**config.mk**
```make
export PLATFORM = sky130hd
export DESIGN_NAME = pe_mm
export DESIGN_NICKNAME = d
export VERILOG_FILES = /design/src/rtl/gemm_pkg.sv /design/src/rtl/pe_mac_sat.sv /design/src/rtl/pe_mm.sv
export SDC_FILE = /design/constraint.sdc
export NUM_CORES = 1
export LEC_CHECK = 0
export BUFFER_PORTS_ARGS = -buffer_cell sky130_fd_sc_hd__buf_2
export CAP_MARGIN = 20
export CORE_ASPECT_RATIO = 1.2
export CORE_MARGIN = 5
export CORE_UTILIZATION = 50
export CTS_CLUSTER_DIAMETER = 60
export DETAILED_ROUTE_END_ITERATION = 6
export MAX_ROUTING_LAYER = met4
export PLACE_DENSITY = 0.71
export SLEW_MARGIN = 15
export SYNTH_ARGS = -nofsm -noshare
export SYNTH_HDL_FRONTEND = slang
export SYNTH_SLANG_ARGS = --single-unit
```
**constraint.sdc**
```tcl
create_clock -name clk -period 19.4 [get_ports clk]
set_input_delay 3.88 -clock clk [delete_from_list [all_inputs] [get_ports clk]]
set_output_delay 3.88 -clock clk [all_outputs]
set_load 0.005 [all_outputs]
```
**src/rtl/gemm_pkg.sv**
```systemverilog
// Shared GEMM types and default widths for the systolic-array processing elements.
package gemm_pkg;

    typedef enum logic {
        PE_OS = 1'b0,
        PE_WS = 1'b1
    } pe_mode_e;

    localparam int DATA_W_DEF = 8;
    localparam int ACC_W_DEF  = 32;

endpackage

```
**src/rtl/pe_mac_sat.sv**
```systemverilog
// Signed multiply-add: full-width product, sign-extended, added to an accumulator-width addend.
// Build with PE_SAT_EN defined to clamp the sum to the signed range and flag the clamp.
module pe_mac_sat
    import gemm_pkg::*;
#(
    parameter int DATA_W = DATA_W_DEF,
    parameter int ACC_W  = ACC_W_DEF
) (
    input  logic signed [DATA_W-1:0] a,
    input  logic signed [DATA_W-1:0] b,
    input  logic signed [ACC_W-1:0]  addend,
    output logic signed [ACC_W-1:0]  sum,
    output logic                     sat
);

    logic signed [2*DATA_W-1:0] prod;
    logic signed [ACC_W-1:0]    prod_ext;

    assign prod     = (2*DATA_W)'(a) * (2*DATA_W)'(b);
    assign prod_ext = ACC_W'(prod);

`ifdef PE_SAT_EN
    logic signed [ACC_W:0] wide_sum;
    logic                  ovf;

    // One guard bit: the top two bits disagree exactly when the true sum left the range.
    assign wide_sum = (ACC_W+1)'(addend) + (ACC_W+1)'(prod_ext);
    assign ovf      = wide_sum[ACC_W] ^ wide_sum[ACC_W-1];

    always_comb begin
        sum = wide_sum[ACC_W-1:0];
        sat = 1'b0;
        if (ovf) begin
            sat = 1'b1;
            sum = wide_sum[ACC_W] ? {1'b1, {(ACC_W-1){1'b0}}} : {1'b0, {(ACC_W-1){1'b1}}};
        end
    end
`else
    assign sum = addend + prod_ext;
    assign sat = 1'b0;
`endif

endmodule

```
**src/rtl/pe_mm.sv**
```systemverilog
// Systolic GEMM processing element: output-stationary or weight-stationary MAC with a result drain chain.
// Saturating arithmetic is enabled by defining PE_SAT_EN; otherwise sums wrap and sat_flag stays 0.
module pe_mm
    import gemm_pkg::*;
#(
    parameter int DATA_W = DATA_W_DEF,
    parameter int ACC_W  = ACC_W_DEF
) (
    input  logic              clk,
    input  logic              rst,
    input  logic              en,
    input  logic              mode,
    input  logic              clear_acc,
    input  logic              load_w,
    input  logic [DATA_W-1:0] a_in,
    output logic [DATA_W-1:0] a_out,
    input  logic [DATA_W-1:0] b_in,
    output logic [DATA_W-1:0] b_out,
    input  logic [ACC_W-1:0]  psum_in,
    output logic [ACC_W-1:0]  psum_out,
    input  logic              cap,
    input  logic              shift,
    input  logic [ACC_W-1:0]  drain_in,
    input  logic              drain_in_vld,
    output logic [ACC_W-1:0]  drain_out,
    output logic              drain_vld,
    output logic [ACC_W-1:0]  acc_out,
    output logic              drop_err,
    output logic              sat_flag
);

    pe_mode_e          mode_reg, mode_next;
    logic [DATA_W-1:0] a_reg, a_next;
    logic [DATA_W-1:0] b_reg, b_next;
    logic [DATA_W-1:0] w_reg, w_next;
    logic [ACC_W-1:0]  acc_reg, acc_next;
    logic [ACC_W-1:0]  psum_reg, psum_next;
    logic [ACC_W-1:0]  res_reg, res_next;
    logic              res_vld_reg, res_vld_next;
    logic              drop_err_reg, drop_err_next;
    logic              sat_reg, sat_next;

    logic signed [ACC_W-1:0] acc_base;
    logic signed [ACC_W-1:0] acc_sum;
    logic signed [ACC_W-1:0] psum_sum;
    logic                    acc_sat;
    logic                    psum_sat;

    // A clear in the same cycle as a MAC restarts the accumulation from this product.
    assign acc_base = clear_acc ? '0 : $signed(acc_reg);

    pe_mac_sat #(.DATA_W(DATA_W), .ACC_W(ACC_W)) u_acc_mac (
        .a      ($signed(a_in)),
        .b      ($signed(b_in)),
        .addend (acc_base),
        .sum    (acc_sum),
        .sat    (acc_sat)
    );

    pe_mac_sat #(.DATA_W(DATA_W), .ACC_W(ACC_W)) u_psum_mac (
        .a      ($signed(a_in)),
        .b      ($signed(w_reg)),
        .addend ($signed(psum_in)),
        .sum    (psum_sum),
        .sat    (psum_sat)
    );

    always_comb begin
        mode_next     = mode_reg;
        a_next        = a_reg;
        b_next        = b_reg;
        w_next        = w_reg;
        acc_next      = acc_reg;
        psum_next     = psum_reg;
        res_next      = res_reg;
        res_vld_next  = res_vld_reg;
        drop_err_next = drop_err_reg;
        sat_next      = sat_reg;

        if (clear_acc) begin
            mode_next = pe_mode_e'(mode);
            acc_next  = '0;
        end

        // Behaviour follows the latched mode; a new mode takes effect the cycle after clear_acc.
        if (mode_reg == PE_OS) begin
            if (en) begin
                a_next   = a_in;
                b_next   = b_in;
                acc_next = acc_sum;
                sat_next = sat_reg | acc_sat;
            end
        end else begin
            if (load_w) begin
                w_next = b_in;
                b_next = b_in;
            end else if (en) begin
                a_next    = a_in;
                psum_next = psum_sum;
                sat_next  = sat_reg | psum_sat;
            end
        end

        if (cap) begin
            res_next     = acc_next;
            res_vld_next = 1'b1;
            acc_next     = '0;
            if (shift && drain_in_vld) begin
                drop_err_next = 1'b1;
            end
        end else if (shift) begin
            res_next     = drain_in;
            res_vld_next = drain_in_vld;
        end
    end

    always_ff @(posedge clk) begin
        if (rst) begin
            mode_reg     <= PE_OS;
            a_reg        <= '0;
            b_reg        <= '0;
            w_reg        <= '0;
            acc_reg      <= '0;
            psum_reg     <= '0;
            res_reg      <= '0;
            res_vld_reg  <= 1'b0;
            drop_err_reg <= 1'b0;
            sat_reg      <= 1'b0;
        end else begin
            mode_reg     <= mode_next;
            a_reg        <= a_next;
            b_reg        <= b_next;
            w_reg        <= w_next;
            acc_reg      <= acc_next;
            psum_reg     <= psum_next;
            res_reg      <= res_next;
            res_vld_reg  <= res_vld_next;
            drop_err_reg <= drop_err_next;
            sat_reg      <= sat_next;
        end
    end

    assign a_out     = a_reg;
    assign b_out     = b_reg;
    assign psum_out  = psum_reg;
    assign drain_out = res_reg;
    assign drain_vld = res_vld_reg;
    assign acc_out   = acc_reg;
    assign drop_err  = drop_err_reg;
    assign sat_flag  = sat_reg;

endmodule
```
==> reports/summary.md, run 1 <==
• run status: finished clean
• number of sinks driven by the clock tree: 123
• async set-reset flop share out of synthesis: 0%
• mean instance size in the synthesized netlist: 9.16 µm²
• Port Buf Inserts: 202
• Row Count: 71
• number of DRC violations after detailed-routing iteration 0: 513
• count of buffering cells on the critical path with inverters included: 3
• post-synthesis sequential area ratio: 15.5%
• number of setup violations in the final report: 0
• # nets final: 2393
• vias in the first global route: 13.0k
• fin crit period: 9.55 ns
• data arrival time at the worst-slack endpoint: 9.93 ns
• Tightest Hold Check Type: flop to flop
• Synthesized Nets: 2233
• clock tree root driver cell: sky130_fd_sc_hd__clkbuf_16
• die area: 35400 µm²
• final worst-path cycle share: 49.2%
• synthesis warning total: 0
• pwr/cell area: 126 nW/µm²
• number of H-tree levels: 4
• Vert. Die Dim: 205 µm
• Clock transition at path regs: 0.06 ns
• Setup Total Neg Slack: 0 ns
• detailed-route DRC error count: 0
• critical path's top delay family: adder cells
• number of pins exceeding their max-slew limit in the final report: 0
• Primary FF master, synth: sky130_fd_sc_hd__dfxtp_1
• initial standard-cell utilization of the core: 50.6%
• average wire per standard cell: 16.9 µm
• total clock buffers created by CTS: 17
• RSZ-0062 raised after global routing: no
• fraction of final layout cells sized beyond drive strength 1: 14.0%
• Core Box Area: 31400 µm²
• DP Area: 17200 µm²
• largest buffer count on any clock path: 2
• hold slack: 0.448 ns
• cell-by-cell listing of the critical path: buf_2, and2_2, inv_1, fa_1, inv_1, fa_1, fa_1, fa_1, fa_1, ha_1, a21oi_1, nand2_1, o211ai_4, a211oi_2, o21ai_2, a211oi_2, or4_1, a211o_1, nand2_1
• count of cells resized by post-cts repair: 0
• Rel. slew slack: 37.8%
• number of post-CTS setup repair buffers: 0
• count of unique library cells instantiated by Yosys: 59
• via/cell ratio: 5.33
• count of placed standard cells including taps: 2272
• number of flops mapped to enable cells by yosys: 0
• leading cell type in the layout, fill and taps excluded: sky130_fd_sc_hd__inv_1
• worst setup slack after placement: 9.40 ns
• Hold Violations, Final: 0
• non-filler cells, final: 2308
• P_leak: 9.10 nW
• GP Congestion: 0.894
• fmax: 0.105 GHz
• die width: 173 µm
• hold buffer count at cts: 0
• Tightest Pin Transition: 0.932 ns
• Layout Area Growth over Synthesis: 12.5%
• filler cell count in the final layout: 2758
• residual overflow from global routing: 0
• slack of the critical path: 9.85 ns
• DRT Pass-1 Iters: 5
• Crit path largest cell delay: 0.80 ns
• peak supply drop: 0.000115 V
• global-route wire length before repair: 66.0 mm
• sum of routed wire length over all layers: 39.0 mm
• Total Routing Usage GR: 23.5%
• Layout Cell Area excl Fill: 17900 µm²
• post-route ant nets: 0
• sort of element at the start of the critical path: input pin
• library cell appearing most often on the critical path: sky130_fd_sc_hd__fa_1
• crit path kind: input pin to flop
• worst-skew pair later-pin latency: 0.43 ns
• capturing element type of the critical path: flop
• required time of the critical path: 19.77 ns
• max capacitance violation total: 0
• cell count after synthesis: 1732
• Mapped Area: 15900 µm²
• critical-path maximum fanout: 25
• Post-DP HPWL: 31.5 mm
• top library cells by usage in the layout, fill and taps aside: 295 x sky130_fd_sc_hd__inv_1, 272 x sky130_fd_sc_hd__fa_1, 201 x sky130_fd_sc_hd__buf_2
• critical path's slowest cell: sky130_fd_sc_hd__and2_2
• I/O pin total: 204
• total of flip-flops plus latches after synthesis: 123
• vias: 12.3k
• pin count of the biggest net entering global routing: 70
• TritonCTS clock tree: built
• largest clock skew in the final design: 0.0136 ns
• number of antenna violations at the first check in global routing: 2
==> layout make-up <==
cell class | instances | area (µm²) | share of cell area [%]
antenna | 2 | 5.00 | 0.0280
timing repair buffer | 212 | 1120 | 6.25
inverter | 297 | 1110 | 6.24
clock buffer | 19 | 443 | 2.48
clock inverter | 13 | 191 | 1.07
multi-input combinational | 1241 | 12000 | 67.3
tap | 401 | 502 | 2.81
sequential | 123 | 2460 | 13.8
==> stage by stage <==
step | power (W) | utilization (%)
6_report | 0.00226 | 56.9
5_1_grt | 0.00248 | 56.9
4_1_cts | 0.00227 | 56.8
3_5_place_dp | 0.00190 | 54.8
3_3_place_gp | 0.00187 | 54.8
2_1_floorplan | 0.00153 | -
==> power by group <==
part	internal, W	total [W]	leakage (nW)	switching (W)
Combinational	0.000671	0.00158	7.80	0.000912
Clock	0.000219	0.000349	0.288	0.000130
Sequential	0.000299	0.000323	1.01	0.0000246
==> path summary, 6_finish.rpt <==
kind / start / endpoint / slack (ns) / depth (start not counted)
worst min-delay path: a_out[0] / a_out[0] / 0.45 / 2
worst min register to register: a_out[0] / a_out[0] / 0.45 / 2
worst max register to register: w_reg[0] / psum_out[31] / 13.26 / 20
worst max-delay path: a_in[7] / acc_out[31] / 9.85 / 19
==> worst reg2reg max path: stages, from the launching register on <==
cell	delay (ns)
sky130_fd_sc_hd__dfxtp_1	0.45
sky130_fd_sc_hd__nand2_1	0.13
sky130_fd_sc_hd__buf_4	0.40
sky130_fd_sc_hd__inv_1	0.17
sky130_fd_sc_hd__fa_1	0.53
sky130_fd_sc_hd__fa_1	0.45
sky130_fd_sc_hd__fa_1	0.55
sky130_fd_sc_hd__inv_1	0.05
sky130_fd_sc_hd__fa_1	0.45
sky130_fd_sc_hd__fa_1	0.50
sky130_fd_sc_hd__inv_1	0.05
sky130_fd_sc_hd__ha_1	0.33
sky130_fd_sc_hd__o21ai_0	0.13
sky130_fd_sc_hd__o21ai_0	0.31
sky130_fd_sc_hd__nand2_1	0.15
sky130_fd_sc_hd__a21boi_2	0.31
sky130_fd_sc_hd__o311ai_4	0.16
sky130_fd_sc_hd__a311oi_2	0.33
sky130_fd_sc_hd__nor3_2	0.07
sky130_fd_sc_hd__o21bai_1	0.16
sky130_fd_sc_hd__mux2_1	0.34
==> layer usage <==
metal,wire [µm],share of wire (%),GRT usage [%],vias to the layer above
met4,825,2.1,6.31,0
met3,2240,5.7,3.95,41
met5,0,0,-,-
met2,19200,49,39.1,347
met1,16700,43,30.0,6093
li1,-,-,-,5821
==> Yosys cell counts, drive strengths merged, types with 3 or more instances <==
master	n	area (µm²)
a211o	3	26.3
a211oi	74	566
a21o	25	188
a21oi	104	528
a31oi	12	75.1
and2	74	463
and3	8	50.1
buf	13	55.1
clkbuf	58	219
dfxtp	123	2460
fa	272	5450
ha	140	1750
inv	295	1110
mux2	3	33.8
mux2i	13	130
nand2	165	619
nand2b	13	81.3
nand3	11	55.1
nand3b	4	30.0
nand4	4	25.0
nand4b	4	35.0
nor2	102	383
nor2b	62	388
nor3	12	65.1
nor3b	5	37.5
o211ai	6	58.8
o21a	6	45.0
o21ai	31	159
o21bai	6	45.0
o22ai	3	25.0
o31ai	4	30.0
or2	3	18.8
or3	5	31.3
xnor2	37	324
xor2	15	131
==> cell families (layout without fill, tap and decap cells) <==
logic type	Yosys count	in the layout	synth area share (%)
xor gates and xnor gates	52	52	2.87
adders and majority gates	412	412	45.4
and+or+nand+nor	476	476	14.6
other	1	3	0.0236
buffers and inverters	368	541	8.75
DFF	123	123	15.5
muxes	16	16	1.03
AOI/OAI and AO/OA	284	284	11.8
Power figures use the tool's default switching activity.
==> inputs of run 2 (changes only) <==
==> constraint.sdc (replaced) <==
create_clock -name clk -period 9.5 [get_ports clk]
set_input_delay 1.9 -clock clk [delete_from_list [all_inputs] [get_ports clk]]
set_output_delay 1.9 -clock clk [all_outputs]
set_load 0.005 [all_outputs]
==> run 2 against run 1 <==
Compared with the run above:
- cell area is essentially flat
- clock skew decreased by 0.0027 ns
- register-to-register slack got worse by 10 ns
- largest cell class unchanged
- flip-flop and latch count unchanged
- first-iteration DRC count is 21% higher
- routed wire length up 2.0%
- clock power rose by 100%
- clock-buffer cell count unchanged
- largest power group unchanged
- die area unchanged
- power rose by 100%
==> reports/summary.md, run 2 (same netlist as run 1, synthesis figures left out) <==
• met2 track demand over resource: 39.2%, +0.13 points
• Reg-to-Reg Start: w_reg[2]
• Rel. slew slack: 41.8%, +4.0 points
• via/cell ratio: 5.35, +0.28%
• die area: 35400 µm², unchanged
• RSZ-0062 raised after global routing: no
• initial standard-cell utilization of the core: 50.6%, unchanged
• Most Crowded Layer GR: met2
• Row Count: 71, unchanged
• Layout Cell Area excl Fill: 17900 µm², about the same
• utilization of the core after routing: 57.0%, about the same
• fmax: 0.131 GHz
• vias: 12.3k, +0.37%
• DP Area: 17200 µm², about the same
• critical-path maximum fanout: 25, unchanged
• Post-DP HPWL: 32.0 mm, +1.7%
• run status: finished clean
• Clock transition at path regs: 0.06 ns, about the same
• post-route ant nets: 0, unchanged
• largest clock skew in the final design: 0.0109 ns, -0.00274 ns
• number of post-CTS setup repair buffers: 0, unchanged
• I/O pin total: 204, unchanged
• Tightest Pin Transition: 0.873 ns, -0.0594 ns
• crit path kind: input pin to flop
• number of H-tree levels: 4, unchanged
• final worst-path cycle share: 80.5%
• global-route wire length before repair: 66.3 mm, +0.46%
• max capacitance violation total: 0, unchanged
• number of sinks driven by the clock tree: 123, unchanged
• Setup Total Neg Slack: 0 ns, unchanged
• clock tree root driver cell: sky130_fd_sc_hd__clkbuf_16
• die width: 173 µm, unchanged
• P_leak: 9.11 nW, +0.12%
• DRT Pass-1 Iters: 6, +1
• startpoint of the tightest hold check path: a_out[2]
• Vert. Die Dim: 205 µm, unchanged
• peak supply drop: 0.000250 V, +120%
• footprint of the multi-input gates: 12000 µm², unchanged
• leading cell type in the layout, fill and taps excluded: sky130_fd_sc_hd__inv_1
• number of pins exceeding their max-slew limit in the final report: 0, unchanged
• hold buffer count at cts: 0, unchanged
• met1 global-route usage: 30.4%, +0.38 points
• average wire per standard cell: 17.2 µm, +1.9%
• pin count of the biggest net entering global routing: 70, unchanged
• count of cells resized by post-cts repair: 0, unchanged
• vias in the first global route: 13.0k, -0.33%
• required time of the critical path: 9.78 ns, -9.99 ns
• filler cell count in the final layout: 2768, +0.36%
• top library cells by usage in the layout, fill and taps aside: 294 x sky130_fd_sc_hd__inv_1, 272 x sky130_fd_sc_hd__fa_1, 201 x sky130_fd_sc_hd__buf_2
• total clock buffers created by CTS: 17, unchanged
• number of DRC violations after detailed-routing iteration 0: 620, +21%
• met3 usage in global routing: 4.39%, +0.44 points
• worst-skew pair later-pin latency: 0.44 ns, about the same
• fraction of final layout cells sized beyond drive strength 1: 14.1%, +0.14 points
• Layout Area Growth over Synthesis: 12.6%, about the same
• Port Buf Inserts: 202, unchanged
• Total Power: 0.00461 W, +100%
• GP Congestion: 0.881, -1.5%
• fin crit period: 7.65 ns
• pwr/cell area: 258 nW/µm², +100%
• residual overflow from global routing: 0, unchanged
• capturing element type of the critical path: flop
• Tightest Hold Check Type: flop to flop
• # nets final: 2395, +0.084%
• number of setup violations in the final report: 0, unchanged
• sort of element at the start of the critical path: input pin
• largest buffer count on any clock path: 2, unchanged
• TritonCTS clock tree: built
• data arrival time at the worst-slack endpoint: 7.93 ns, -2.00 ns
• Core Box Area: 31400 µm², unchanged
• Hold Violations, Final: 0, unchanged
• Total Routing Usage GR: 23.7%, +0.17 points
• sum of routed wire length over all layers: 39.8 mm, +2.0%
• number of antenna violations at the first check in global routing: 1, -1
• footprint of the flip-flops and latches: 2460 µm², unchanged
• origin of the worst setup path: a_in[7]
• detailed-route DRC error count: 0, unchanged
[run 2: changes by cell type in the layout (fill, tap and decap cells not counted), sizes merged]
cell      before  now
inv          296  295
buf          212  214
clkinv         4    7
clkinvlp       6    5
bufinv         4    3
[run 2: cell type report]
cell class                 instances  area share, %
multi-input combinational       1241           67.3
sequential                       123           13.8
timing repair buffer             214           6.37
inverter                         297           6.24
tap                              401           2.81
clock buffer                      19           2.54
clock inverter                    13          0.939
antenna                            2         0.0280
[run 2: stage by stage]
stage	std cells	hold slack [ns]	worst slack (ns)
final	2310	0.449	1.85
after global routing	2309	0.469	1.41
after floorplan	1732	0.448	1.62
after detailed placement	2273	0.444	1.45
after global placement	2273	0.438	1.66
after CTS	2305	0.452	1.87
[run 2: layer usage]
metal | part of all wire (%) | routed length (µm)
met5 | 0 | 0
met4 | 1.9 | 741
met3 | 5.5 | 2190
met2 | 50 | 19800
met1 | 43 | 17000
[run 2: final timing paths]
| check | slack, ns | depth (start not counted) | to |
|---|---|---|---|
| worst max-delay path | 1.85 | 18 | drain_out[30] |
| worst min-delay path | 0.45 | 2 | a_out[2] |
| worst min register to register | 0.45 | 2 | a_out[2] |
| worst max register to register | 3.30 | 17 | psum_out[29] |
[run 2: critical path, cell delays in order]
cell and delay, ns:
sky130_fd_sc_hd__buf_2 0.27, sky130_fd_sc_hd__and2_2 0.79, sky130_fd_sc_hd__inv_1 0.14, sky130_fd_sc_hd__fa_1 0.51
sky130_fd_sc_hd__inv_1 0.05, sky130_fd_sc_hd__fa_1 0.48, sky130_fd_sc_hd__fa_1 0.57, sky130_fd_sc_hd__fa_1 0.44
sky130_fd_sc_hd__fa_1 0.38, sky130_fd_sc_hd__ha_1 0.37, sky130_fd_sc_hd__a21oi_1 0.21, sky130_fd_sc_hd__a21boi_1 0.17
sky130_fd_sc_hd__o211ai_1 0.44, sky130_fd_sc_hd__a41oi_1 0.26, sky130_fd_sc_hd__o311ai_2 0.38, sky130_fd_sc_hd__nor2_1 0.09
sky130_fd_sc_hd__a211oi_1 0.35, sky130_fd_sc_hd__a211oi_1 0.12
[run 2: report_power, final]
group | switching, W | internal [W]
sequential | 0.0000502 | 0.000610
clock | 0.000275 | 0.000428
combinational | 0.00187 | 0.00137
total | 0.00220 | 0.00241
